--- config.mk ---
export PLATFORM = sky130hd
export DESIGN_NAME = phy_rx_link_ctrl
export DESIGN_NICKNAME = d
export VERILOG_FILES = /design/src/rtl/phy_rx_link_ctrl.sv
export SDC_FILE = /design/constraint.sdc
export NUM_CORES = 1
export LEC_CHECK = 0
export BUFFER_PORTS_ARGS = -buffer_cell sky130_fd_sc_hd__buf_4
export CORE_MARGIN = 5
export CORE_UTILIZATION = 33
export DETAILED_ROUTE_END_ITERATION = 7
export PLACE_DENSITY_LB_ADDON = 0.1
export SLEW_MARGIN = 20
export SYNTH_ARGS = -nofsm -noshare
export SYNTH_HDL_FRONTEND = slang
export SYNTH_SLANG_ARGS = --single-unit
--- constraint.sdc ---
create_clock -name clk_4f -period 1.78 [get_ports clk_4f]
set_input_delay 0.089 -clock clk_4f [delete_from_list [all_inputs] [get_ports clk_4f]]
set_output_delay 0.089 -clock clk_4f [all_outputs]
set_load 0.005 [all_outputs]
--- src/rtl/phy_rx_link_ctrl.sv ---
// -----------------------------------------------------------------------------
// phy_rx_link_ctrl
//   Link-level sequencer for the phy_rx deserializer (byte-clock domain).
//   Holds the deserializer in re-init, waits for comma lock (deser_active),
//   qualifies the byte stream toward the upper layer, detects loss of
//   alignment and re-initialises automatically.
//
// Parameters
//   INIT_CYCLES   cycles deser_default_values stays high per init attempt
//   SYNC_TIMEOUT  cycles allowed in WAIT_SYNC before re-init
//   LOSS_LIMIT    consecutive bad byte slots in LINK_UP that declare loss
//
// Ports
//   clk_4f               in   byte clock
//   default_values       in   asynchronous active-high reset
//   rx_enable            in   1 = bring up / keep link, 0 = park deserializer
//   deser_active         in   deserializer comma lock
//   deser_valid          in   deserializer data byte present
//   deser_data[7:0]      in   deserializer data byte
//   deser_default_values out  re-init strobe to deserializer
//   link_up              out  link synchronised
//   valid_out            out  qualified byte valid
//   data_out[7:0]        out  qualified byte
//   sync_timeout         out  one-cycle pulse on WAIT_SYNC timeout
//   resync_count[7:0]    out  saturating LOST/timeout count
//                             (only when PHY_RX_LINK_STATS_EN is defined)
// -----------------------------------------------------------------------------
module phy_rx_link_ctrl #(
   parameter int unsigned INIT_CYCLES  = 4,
   parameter int unsigned SYNC_TIMEOUT = 64,
   parameter int unsigned LOSS_LIMIT   = 4
) (
   input  logic       clk_4f,
   input  logic       default_values,
   input  logic       rx_enable,
   input  logic       deser_active,
   input  logic       deser_valid,
   input  logic [7:0] deser_data,
   output logic       deser_default_values,
   output logic       link_up,
   output logic       valid_out,
   output logic [7:0] data_out,
   output logic       sync_timeout
`ifdef PHY_RX_LINK_STATS_EN
   ,
   output logic [7:0] resync_count
`endif
);

   localparam int unsigned CW_I = (INIT_CYCLES  > 1) ? $clog2(INIT_CYCLES)  : 1;
   localparam int unsigned CW_S = (SYNC_TIMEOUT > 1) ? $clog2(SYNC_TIMEOUT) : 1;
   localparam int unsigned CW   = (CW_I > CW_S) ? CW_I : CW_S;
   localparam int unsigned BW   = (LOSS_LIMIT   > 1) ? $clog2(LOSS_LIMIT)   : 1;

   localparam logic [CW-1:0] INIT_LAST = CW'(INIT_CYCLES - 1);
   localparam logic [CW-1:0] SYNC_LAST = CW'(SYNC_TIMEOUT - 1);
   localparam logic [BW-1:0] LOSS_LAST = BW'(LOSS_LIMIT - 1);
   localparam logic [7:0]    COMMA     = 8'hBC;

   typedef enum logic [2:0] {
      DISABLED,
      INIT,
      WAIT_SYNC,
      LINK_UP,
      LOST
   } state_t;

   state_t          state_q;
   logic [CW-1:0]   cnt_q;
   logic [BW-1:0]   bad_q;
   logic            dv_q;
   logic            link_up_q;
   logic            valid_q;
   logic [7:0]      data_q;
   logic            timeout_q;
`ifdef PHY_RX_LINK_STATS_EN
   logic [7:0]      stats_q;
`endif

   logic slot_bad;
   logic loss;

   // Idle commas count as good slots even without deser_valid.
   assign slot_bad = !deser_valid && (deser_data != COMMA);
   // Loss fires on the LOSS_LIMIT-th consecutive bad slot, so bad_q never
   // has to hold LOSS_LIMIT itself.
   assign loss     = !deser_active || (slot_bad && (bad_q == LOSS_LAST));

   always_ff @(posedge clk_4f or posedge default_values) begin
      if (default_values) begin
         state_q   <= DISABLED;
         cnt_q     <= '0;
         bad_q     <= '0;
         dv_q      <= 1'b1;
         link_up_q <= 1'b0;
         valid_q   <= 1'b0;
         data_q    <= '0;
         timeout_q <= 1'b0;
`ifdef PHY_RX_LINK_STATS_EN
         stats_q   <= '0;
`endif
      end else begin
         // link_up/valid_out are only raised while staying in LINK_UP, so
         // both drop together on the edge that leaves it.
         timeout_q <= 1'b0;
         link_up_q <= 1'b0;
         valid_q   <= 1'b0;
         dv_q      <= 1'b0;
         if (!rx_enable) begin
            // Overrides any timeout or loss seen in the same cycle.
            state_q <= DISABLED;
            cnt_q   <= '0;
            bad_q   <= '0;
            dv_q    <= 1'b1;
         end else begin
            case (state_q)
               DISABLED: begin
                  state_q <= INIT;
                  cnt_q   <= '0;
                  dv_q    <= 1'b1;
               end
               INIT: begin
                  if (cnt_q == INIT_LAST) begin
                     state_q <= WAIT_SYNC;
                     cnt_q   <= '0;
                  end else begin
                     cnt_q <= cnt_q + CW'(1);
                     dv_q  <= 1'b1;
                  end
               end
               WAIT_SYNC: begin
                  if (deser_active) begin
                     state_q <= LINK_UP;
                     cnt_q   <= '0;
                     bad_q   <= '0;
                  end else if (cnt_q == SYNC_LAST) begin
                     state_q   <= INIT;
                     cnt_q     <= '0;
                     dv_q      <= 1'b1;
                     timeout_q <= 1'b1;
`ifdef PHY_RX_LINK_STATS_EN
                     if (stats_q != 8'hFF) stats_q <= stats_q + 8'd1;
`endif
                  end else begin
                     cnt_q <= cnt_q + CW'(1);
                  end
               end
               LINK_UP: begin
                  if (loss) begin
                     state_q <= LOST;
                     cnt_q   <= '0;
                     bad_q   <= '0;
`ifdef PHY_RX_LINK_STATS_EN
                     if (stats_q != 8'hFF) stats_q <= stats_q + 8'd1;
`endif
                  end else begin
                     link_up_q <= 1'b1;
                     valid_q   <= deser_valid;
                     if (deser_valid) data_q <= deser_data;
                     bad_q <= slot_bad ? bad_q + BW'(1) : '0;
                  end
               end
               LOST: begin
                  state_q <= INIT;
                  cnt_q   <= '0;
                  dv_q    <= 1'b1;
               end
               default: begin
                  state_q <= DISABLED;
                  cnt_q   <= '0;
                  bad_q   <= '0;
                  dv_q    <= 1'b1;
               end
            endcase
         end
      end
   end

   assign deser_default_values = dv_q;
   assign link_up              = link_up_q;
   assign valid_out            = valid_q;
   assign data_out             = data_q;
   assign sync_timeout         = timeout_q;
`ifdef PHY_RX_LINK_STATS_EN
   assign resync_count         = stats_q;
`endif

endmodule

# --- Yosys cells after proc, flatten, opt, wreduce, memory -nomap -nowiden ---
# Cells that the tools add are included.
word_totals:
  word_cells: 65
  ff_bits: 23
  inputBits: 13
  output_inout_bits: 12
op_classes:
  n_eq_ne: 13
  n_reduce_logical: 11
  add_sub_neg: 2
  n_mux: 30
  bitwise_logic: 1
ops:
  columns: ["cell", "count"]
  rows:
  - ["$mux W6", 5]
  - ["$pmux W6 S3", 1]
  - ["$mux W3", 5]
  - ["$mux W1", 12]
  - ["$pmux W3 S4", 1]
  - ["$ne A3 B3 Y1 const B", 3]
  - ["$mux W2", 4]
  - ["$ne A8 B8 Y1 const B", 1]
  - ["$add A6 B1 Y6 const B", 1]
  - ["$eq A3 B2 Y1 const B", 2]
  - ["$eq A6 B2 Y1 const B", 1]
  - ["$eq A6 B6 Y1 const B", 1]
  - ["$pmux W2 S3", 1]
  - ["$ne A4 B4 Y1 const B", 1]
  - ["$reduce_and A4 Y1", 1]
  - ["$eq A3 B1 Y1 const B", 1]
  - ["$eq A3 B3 Y1 const B", 1]
  - ["$logic_not A3 Y1", 1]
  - ["$pmux W1 S3", 1]
  - ["$reduce_and A3 Y1", 1]
  - ["$reduce_or A3 Y1", 1]
  - ["$add A2 B1 Y2 const B", 1]
  - ["$eq A2 B2 Y1 const B", 1]
  - ["$logic_and A1 B1 Y1", 2]
  - ["other kinds (6)", 7]

# --- Logic depth before layout (Yosys ltp) ---
# Gate-level depths: netlist of the first run.
depth:
  depth_word: 7
  ltp_mapped: 7
  depth_no_buf: 6

# --- Least setup slack after synthesis of the first run ---
# No wires, ideal clock.
synth_path:
  path_type: "flip-flop to flip-flop"
  start: "register cnt_q[0]"
  end: "register cnt_q[2]"
  setup_ps: 64
  required_time_ps: 1716
  path_slack_ps: 272
  stages_incl_launch_ff: 7
  arrival_time_ps: 1444
  period_less_slack_ps: 1508
  path_buffers: 0
  cell_sequence: "dfrtp_1 > ha_1 > nand3_1 > nor3_2 > o32ai_2 > a21boi_1 > a21o_1"
synth_via:
  elab_chain_len: 5
  word_cells_on_any_way: 8
  classes_between: "add/sub: 1; eq/ne: 2; mux: 5"
synth_rtl:
  columns: ["element", "line_no", "source"]
  rows:
  - ["from (decl)", "69", "logic [CW-1:0] cnt_q;"]
  - ["from (signal assigned)", "127", "cnt_q <= cnt_q + CW'(1);"]
  - ["from (signal assigned)", "145", "cnt_q <= cnt_q + CW'(1);"]
  - ["$add A6 B1 Y6 or $eq A6 B6 Y1 (tied branches)", "127, 145, 136", null]
  - ["$mux W6", "136", "end else if (cnt_q == SYNC_LAST) begin"]
  - ["$mux W6", "132", "if (deser_active) begin"]
  - ["$pmux W6 S3 (*)", "116", "case (state_q)"]
  - ["$mux W6 (*)", "109", "if (!rx_enable) begin"]
# Every way passes the cells marked *; elsewhere a longest branch is shown, timed or not.
# A chain may end at the register's enable or synchronous reset.

# --- Worst setup path in the final report of the first run ---
layout_path:
  start: "register cnt_q[0]"
  end: "register cnt_q[3]"
# Same word-level chain as after synthesis.

==> impl_metrics.env, run 1 <==
export IMPL_tightest_slew_ns=0.406
export IMPL_core_rowCount=21
export IMPL_critPathLaunchType="flop"
export IMPL_rr_endpoint="cnt_q[3]$_DFFE_PP0P_"
export IMPL_fmax_mhz=595
export IMPL_fin_skew_ns=0.00267
export IMPL_fp_coreArea_mm2=0.00336
export IMPL_grt_max_degree=24
export IMPL_hold_violations=0
export IMPL_final_antenna_net_count=0
export IMPL_drc_errors=0
export IMPL_nets=151
export IMPL_ys_ff_latch=23
export IMPL_yosysWarnings=0
export IMPL_synth_area_per_cell_um2=11.5
export IMPL_crit_family="compound AO/OA/AOI/OAI gates"
export IMPL_p_leak_nw=0.730
export IMPL_clk_insertion_delay_late_ns=0.31
export IMPL_worstHoldStart="deser_data[3]"
export IMPL_power_frac_clock=0.273
export IMPL_setup_violations=0
export IMPL_swShare=0.232
export IMPL_critical_path_class="flop to flop"
export IMPL_p_sw_uw=202
export IMPL_fin_setup_tns_ns=0
export IMPL_num_antenna_cells=0
export IMPL_num_vias=877
export IMPL_relSlewSlack=0.725
export IMPL_slowest_delay_ns=0.42
export IMPL_powerDensity_mw_per_mm2=576
export IMPL_hpwl_mm=1.78
export IMPL_areaGrowthSynthToFinish_pct=31.3
export IMPL_antenna_found_initial=0
export IMPL_maxCapViolations=0
export IMPL_rrSetupSlack_ns=0.1
export IMPL_r2r_start="cnt_q[0]$_DFFE_PP0P_"
export IMPL_stdcell_count=181
export IMPL_cpMaxStageDelayCell="dfrtp_1"
export IMPL_grt_usage=0.111
export IMPL_reg2reg_depth=7
export IMPL_timing_critical_path_buf_inv=1
export IMPL_die_w_um=69.0
export IMPL_rsz0062_at_grt="no"
export IMPL_io_pins=25
export IMPL_cts_htree_levels=1
export IMPL_start_util=0.342
export IMPL_hold_depth=2
export IMPL_netlist_instances=100
export IMPL_viasPerCell=4.85
export IMPL_critPathLaunch="cnt_q[0]$_DFFE_PP0P_"
export IMPL_grt_overflow=0
export IMPL_min_period_ns=1.68
export IMPL_die_area_mm2=0.00476
export IMPL_cts_inserted_buffers=3
export IMPL_vdd_drop_max_mv=0.226
export IMPL_die_h_um=69.0
export IMPL_drt_iter0_markers=39
export IMPL_whs_endpoint="data_out[3]$_DFFE_PP0P_"
export IMPL_arrival_ns=1.89
export IMPL_clockBufferDepth=2
export IMPL_synth_distinct_cells=37
export IMPL_port_buffers=24
export IMPL_layout_drive_gt1_share=0.385
export IMPL_syn_num_nets=115
export IMPL_grt_pass1_vias=882
export IMPL_min_period_over_period=0.944
export IMPL_p_int_uw=666
export IMPL_routed_wl_mm=2.37
export IMPL_combPwrFrac=0.106
export IMPL_hold_path_class="input pin to flop"
export IMPL_cts_tree="done"
export IMPL_syn_area_mm2=0.00115
export IMPL_routedWlPerCell_um=13.1
export IMPL_seq_area_frac_synth=0.502
export IMPL_critPathMaxFanout=7
export IMPL_cp_cell_sequence="ha_1 > nand2b_4 > nor4_4 > buf_4 > o32ai_4 > a21o_1 > a22o_1"
export IMPL_cp_required_ns=1.99
export IMPL_critPathCaptureType="flop"
export IMPL_slew_violations=0
export IMPL_clk_pin_slew_ns=0.12
export IMPL_drt_first_pass_iters=3
export IMPL_cts_root_buf="clkbuf_4"
export IMPL_status="completed"
export IMPL_gp_congestion=0.763
export IMPL_numClockSinks=23
export IMPL_grt_pass1_wl_mm=3.91
export IMPL_dp_cells=169
export IMPL_seqPwrFrac=0.621
[through the flow]
stage,instance area (µm²),power (mW),hold WS [ns],setup WS [ns],util
global placement,1380,0.627,0.160,0.124,0.410
floorplan,1150,0.587,0.0902,0.272,-
global route,1510,0.922,0.00258,0.0139,0.448
detailed placement,1380,0.628,0.161,0.0637,0.410
CTS,1470,0.889,0.00187,0.0314,0.436
finish,1510,0.868,0.0184,0.0997,0.448
[cell type report]
class	count	area (µm²)
sequential	23	577
clock buffer	3	22.5
multi-input combinational	68	551
clock inverter	1	5.00
inverter	6	22.5
fill	349	1860
timing repair buffer	34	273
tap	46	57.6
[state kept, by name, summed over array words and instances (netlist names)]
register / cells
deser_default_values: 1
cnt_q: 6
data_out: 8
state_q: 3
link_up: 1
valid_out: 1
bad_q: 2
sync_timeout: 1
[worst reg2reg max path: stages, from the launching register on]
cell and delay (ns):
dfrtp_1 0.42, ha_1 0.26, nand2b_4 0.08, nor4_4 0.20, buf_4 0.18, o32ai_4 0.11, a21o_1 0.18, a22o_1 0.17
[layout by cell type (no fill, tap or decap), types with 4 or more instances in the layout]
cell           count
mux2_2             9
a21oi_1            4
nand2_1            7
inv_1              5
buf_4             27
nor3_1             5
dlygate4sd3_1      7
nor2_1             4
dfrtp_1           22
[how the worst max path moves through the flow]
stage / cells after the start / slack [ns] / end
after floorplan: 6 / 0.27 / cnt_q[2]$_DFFE_PP0P_
after global routing: 7 / 0.01 / cnt_q[3]$_DFFE_PP0P_
after CTS: 6 / 0.03 / cnt_q[2]$_DFFE_PP0P_
after global placement: 6 / 0.12 / cnt_q[2]$_DFFE_PP0P_
final: 7 / 0.1 / cnt_q[3]$_DFFE_PP0P_
after detailed placement: 6 / 0.06 / cnt_q[2]$_DFFE_PP0P_
[cell usage after synthesis, drive strengths merged]
library cell | instances | area, µm²
a21boi | 1 | 7.51
a21o | 3 | 22.5
a21oi | 4 | 20.0
a22o | 3 | 27.5
a31o | 1 | 8.76
and2b | 1 | 8.76
buf | 3 | 21.3
dfrtp | 22 | 551
dfstp | 1 | 26.3
ha | 2 | 25.0
inv | 6 | 22.5
mux2 | 10 | 113
nand2 | 7 | 26.3
nand2b | 3 | 33.8
nand3 | 4 | 20.0
nand4 | 1 | 6.26
nand4b | 1 | 8.76
nand4bb | 1 | 11.3
nor2 | 4 | 15.0
nor3 | 6 | 35.0
nor4 | 1 | 21.3
nor4b | 1 | 8.76
o21a | 1 | 7.51
o21ai | 3 | 15.0
o22a | 1 | 8.76
o31a | 2 | 17.5
o31ai | 2 | 15.0
o32ai | 2 | 25.0
or3 | 3 | 20.0
[kinds of logic after synthesis]
kind of cell | count (synthesis) | synth area share
compound gates | 23 | 0.153
mux | 10 | 0.0980
flops | 23 | 0.502
fa+ha+maj | 2 | 0.0218
simple gates | 33 | 0.187
buf+inv | 9 | 0.0381
[power by group through the flow]
stage	registers [mW]	logic, mW	clock network (mW)
4_1_cts	0.539	0.0900	0.261
2_1_floorplan	0.545	0.0419	0
6_report	0.539	0.0923	0.237
3_3_place_gp	0.548	0.0786	0
3_5_place_dp	0.549	0.0795	0
5_1_grt	0.541	0.103	0.278
[per-layer routing]
metal / up-vias / share of wire / GRT usage
met5: - / 0 / 0
met4: 0 / 0.011 / 0.0511
met3: 4 / 0.038 / 0.0243
met2: 15 / 0.51 / 0.183
met1: 420 / 0.44 / 0.137
li1: 438 / - / -
[what timing repair did]
item | in CTS | in global routing
hold endpoints to repair | 27 | 1
endpoints found under the setup margin | 0 | 5
buffers inserted | 0 | 1
resized for setup | 0 | 3
hold buffers | 6 | 1
No activity file was read; power rests on OpenSTA's default activity.
==> run 2: changes to the inputs <==
--- a/config.mk
+++ b/config.mk
@@ -5,6 +5,7 @@
 export SDC_FILE = /design/constraint.sdc
 export NUM_CORES = 1
 export LEC_CHECK = 0
+export ABC_AREA = 1
 export BUFFER_PORTS_ARGS = -buffer_cell sky130_fd_sc_hd__buf_4
 export CORE_MARGIN = 5
 export CORE_UTILIZATION = 33
==> impl_metrics.env, run 2 <==
export IMPL_status="completed"
export IMPL_min_period_over_period=0.843
export IMPL_fmax_mhz=666
export IMPL_gp_congestion=0.878
export IMPL_dp_cells=230
export IMPL_worstSetupEndpoint="state_q[1]$_DFFE_PP0P_"
export IMPL_fp_coreArea_mm2=0.00363
export IMPL_hpwl_mm=2.10
export IMPL_timing_critical_path_buf_inv=0
export IMPL_fin_skew_ns=0.00761
export IMPL_relSlewSlack=0.757
export IMPL_areaGrowthSynthToFinish_pct=23.3
export IMPL_rrSetupSlack_ns=0.28
export IMPL_num_vias=1069
export IMPL_critPathMaxFanout=5
export IMPL_synth_ff_type="dfrtp_1"
export IMPL_synth_edf_count=0
export IMPL_cts_inserted_buffers=3
export IMPL_start_util=0.337
export IMPL_die_area_mm2=0.00503
export IMPL_critPathLaunch="cnt_q[0]$_DFFE_PP0P_"
export IMPL_grt_overflow=0
export IMPL_layout_drive_gt1_share=0.246
export IMPL_drt_iter0_markers=26
export IMPL_clk_insertion_delay_late_ns=0.26
export IMPL_p_leak_nw=0.850
export IMPL_holdWs_ns=0.0246
export IMPL_antenna_found_initial=0
export IMPL_tightest_slew_ns=0.363
export IMPL_die_w_um=70.9
export IMPL_cts_tree="done"
export IMPL_synth_area_leaders="dfrtp_1, nand2_1, inv_1"
export IMPL_synth_area_per_cell_um2=7.70
export IMPL_final_antenna_net_count=0
export IMPL_stdcell_count=235
export IMPL_netlist_instances=159
export IMPL_largest_reg_flops=8
export IMPL_slowest_delay_ns=0.41
export IMPL_syn_area_mm2=0.00122
export IMPL_viasPerCell=4.55
export IMPL_synth_distinct_cells=23
export IMPL_cts_htree_levels=1
export IMPL_grt_max_degree=24
export IMPL_numClockSinks=23
export IMPL_synth_common_cells="nand2_1, dfrtp_1, inv_1"
export IMPL_die_h_um=70.9
export IMPL_critical_path_class="flop to flop"
export IMPL_r2r_start="cnt_q[0]$_DFFE_PP0P_"
export IMPL_rsz0062_at_grt="no"
export IMPL_crit_top_cell="nand2_1"
export IMPL_port_buffers=24
export IMPL_path_depth=10
export IMPL_syn_num_nets=174
export IMPL_yosysWarnings=0
export IMPL_fill_cells=383
export IMPL_postLayoutCellArea_mm2=0.00151
export IMPL_critPathCaptureType="flop"
export IMPL_ys_ff_latch=23
export IMPL_netlist_area_leader_share=0.449
export IMPL_routedWlPerCell_um=11.2
export IMPL_seq_area_frac_synth=0.471
export IMPL_async_reset_ff_frac=1.00
export IMPL_cts_root_buf="clkbuf_8"
export IMPL_grt_usage=0.120
export IMPL_hold_violations=0
export IMPL_io_pins=25
export IMPL_grt_pass1_vias=1104
export IMPL_num_antenna_cells=0
export IMPL_postCtsResizedCells=0
export IMPL_slew_violations=0
export IMPL_core_rowCount=22
export IMPL_routed_wl_mm=2.63
export IMPL_vdd_drop_max_mv=0.414
export IMPL_yosysMostFrequentCell="nand2_1"
export IMPL_rr_endpoint="state_q[1]$_DFFE_PP0P_"
export IMPL_clockBufferDepth=2
export IMPL_powerDensity_mw_per_mm2=1050
export IMPL_crit_family="simple AND/OR/NAND/NOR gates"
export IMPL_cp_required_ns=1.95
export IMPL_min_period_ns=1.50
export IMPL_power_mw=1.58
export IMPL_drc_errors=0
export IMPL_cp_cell_sequence="ha_1 > nand2_1 > nor2_1 > nand2_1 > nand2_1 > nand2_2 > nand2_4 > nand2_2 > nand2_1 > nand2_1"
export IMPL_reg2reg_depth=10
export IMPL_fin_setup_tns_ns=0
export IMPL_layout_commonest_cell="nand2_1"
export IMPL_setup_violations=0
export IMPL_maxCapViolations=0
export IMPL_layout_common_cells="nand2_1, buf_4, dfrtp_1"
export IMPL_nets=203
export IMPL_critPathLaunchType="flop"
export IMPL_grt_pass1_wl_mm=4.91
export IMPL_cts_setup_buffers=0
export IMPL_hold_depth=3
export IMPL_hold_path_class="input pin to flop"
export IMPL_clk_pin_slew_ns=0.09
export IMPL_arrival_ns=1.67
export IMPL_synth_largest_area_cell="dfrtp_1"
export IMPL_cpMaxStageDelayCell="dfrtp_1"
export IMPL_dpl_instance_area_mm2=0.00145
export IMPL_drt_first_pass_iters=4
==> run 2: cell types whose count changed in the layout (fill, tap and decap cells not counted), sizes merged, moves of 4 or more <==
cell,delta
o21ai,+4
inv,+13
nor3,-4
nand2,+59
dlygate4sd3,-6
nor2,+14
nand3,+7
mux2,-10
==> run 2: what timing repair did <==
item                                    CTS  global route
hold endpoints to repair                 22             0
endpoints found under the setup margin    0             0
hold buffers                              1             0
==> run 2: kinds of logic (layout without fill, tap and decap cells) <==
family,after synthesis,count (layout),share of synthesized area
adder cells (fa/ha/maj),2,2,0.0204
flip-flops,23,23,0.471
AND/OR/NAND/NOR,102,102,0.374
buffers and inverters,21,49,0.0735
AO/OA/AOI/OAI,9,9,0.0460
multiplexers,1,1,0.00817
XOR/XNOR,1,1,0.00715
==> run 2: cell type report <==
type	count	area (µm²)	share of cell area
clock inverters	1	5.00	0.00331
inverters	19	71.3	0.0472
flip-flops and latches	23	577	0.382
well taps	48	60.1	0.0398
repair buffers	26	198	0.131
multi-input cells	115	558	0.370
clock buffers	3	41.3	0.0273
==> run 2: metrics by stage <==
step / util / setup slack (ns)
CTS: 0.416 / 0.265
global route: 0.416 / 0.104
finish: 0.416 / 0.279
floorplan: - / 0.443
global placement: 0.400 / 0.362
detailed placement: 0.400 / 0.271
==> run 2: per-layer routing <==
| layer | routed length [µm] | track usage | up-vias |
|---|---|---|---|
| met2 | 1230 | 0.201 | 36 |
| met4 | 51 | 0.0459 | 0 |
| met5 | 0 | 0 | - |
| met1 | 1130 | 0.148 | 472 |
| met3 | 214 | 0.0298 | 8 |
| li1 | - | - | 553 |
==> run 2: report_power, final <==
group	internal, mW	switching (mW)
combinational	0.251	0.270
sequential	0.647	0.0874
clock	0.156	0.167
==> run 2: worst min-delay path by stage <==
stage / start / end
after floorplan: default_values / bad_q[0]$_DFFE_PP0P_
after global placement: default_values / data_out[2]$_DFFE_PP0P_
after detailed placement: default_values / data_out[2]$_DFFE_PP0P_
after CTS: deser_data[5] / data_out[5]$_DFFE_PP0P_
after global routing: deser_data[5] / data_out[5]$_DFFE_PP0P_
final: deser_data[5] / data_out[5]$_DFFE_PP0P_
==> run 2: tightest hold or removal path: stages <==
cell and delay, ns:
buf_4 0.08, nand2_1 0.04, nand2_1 0.04
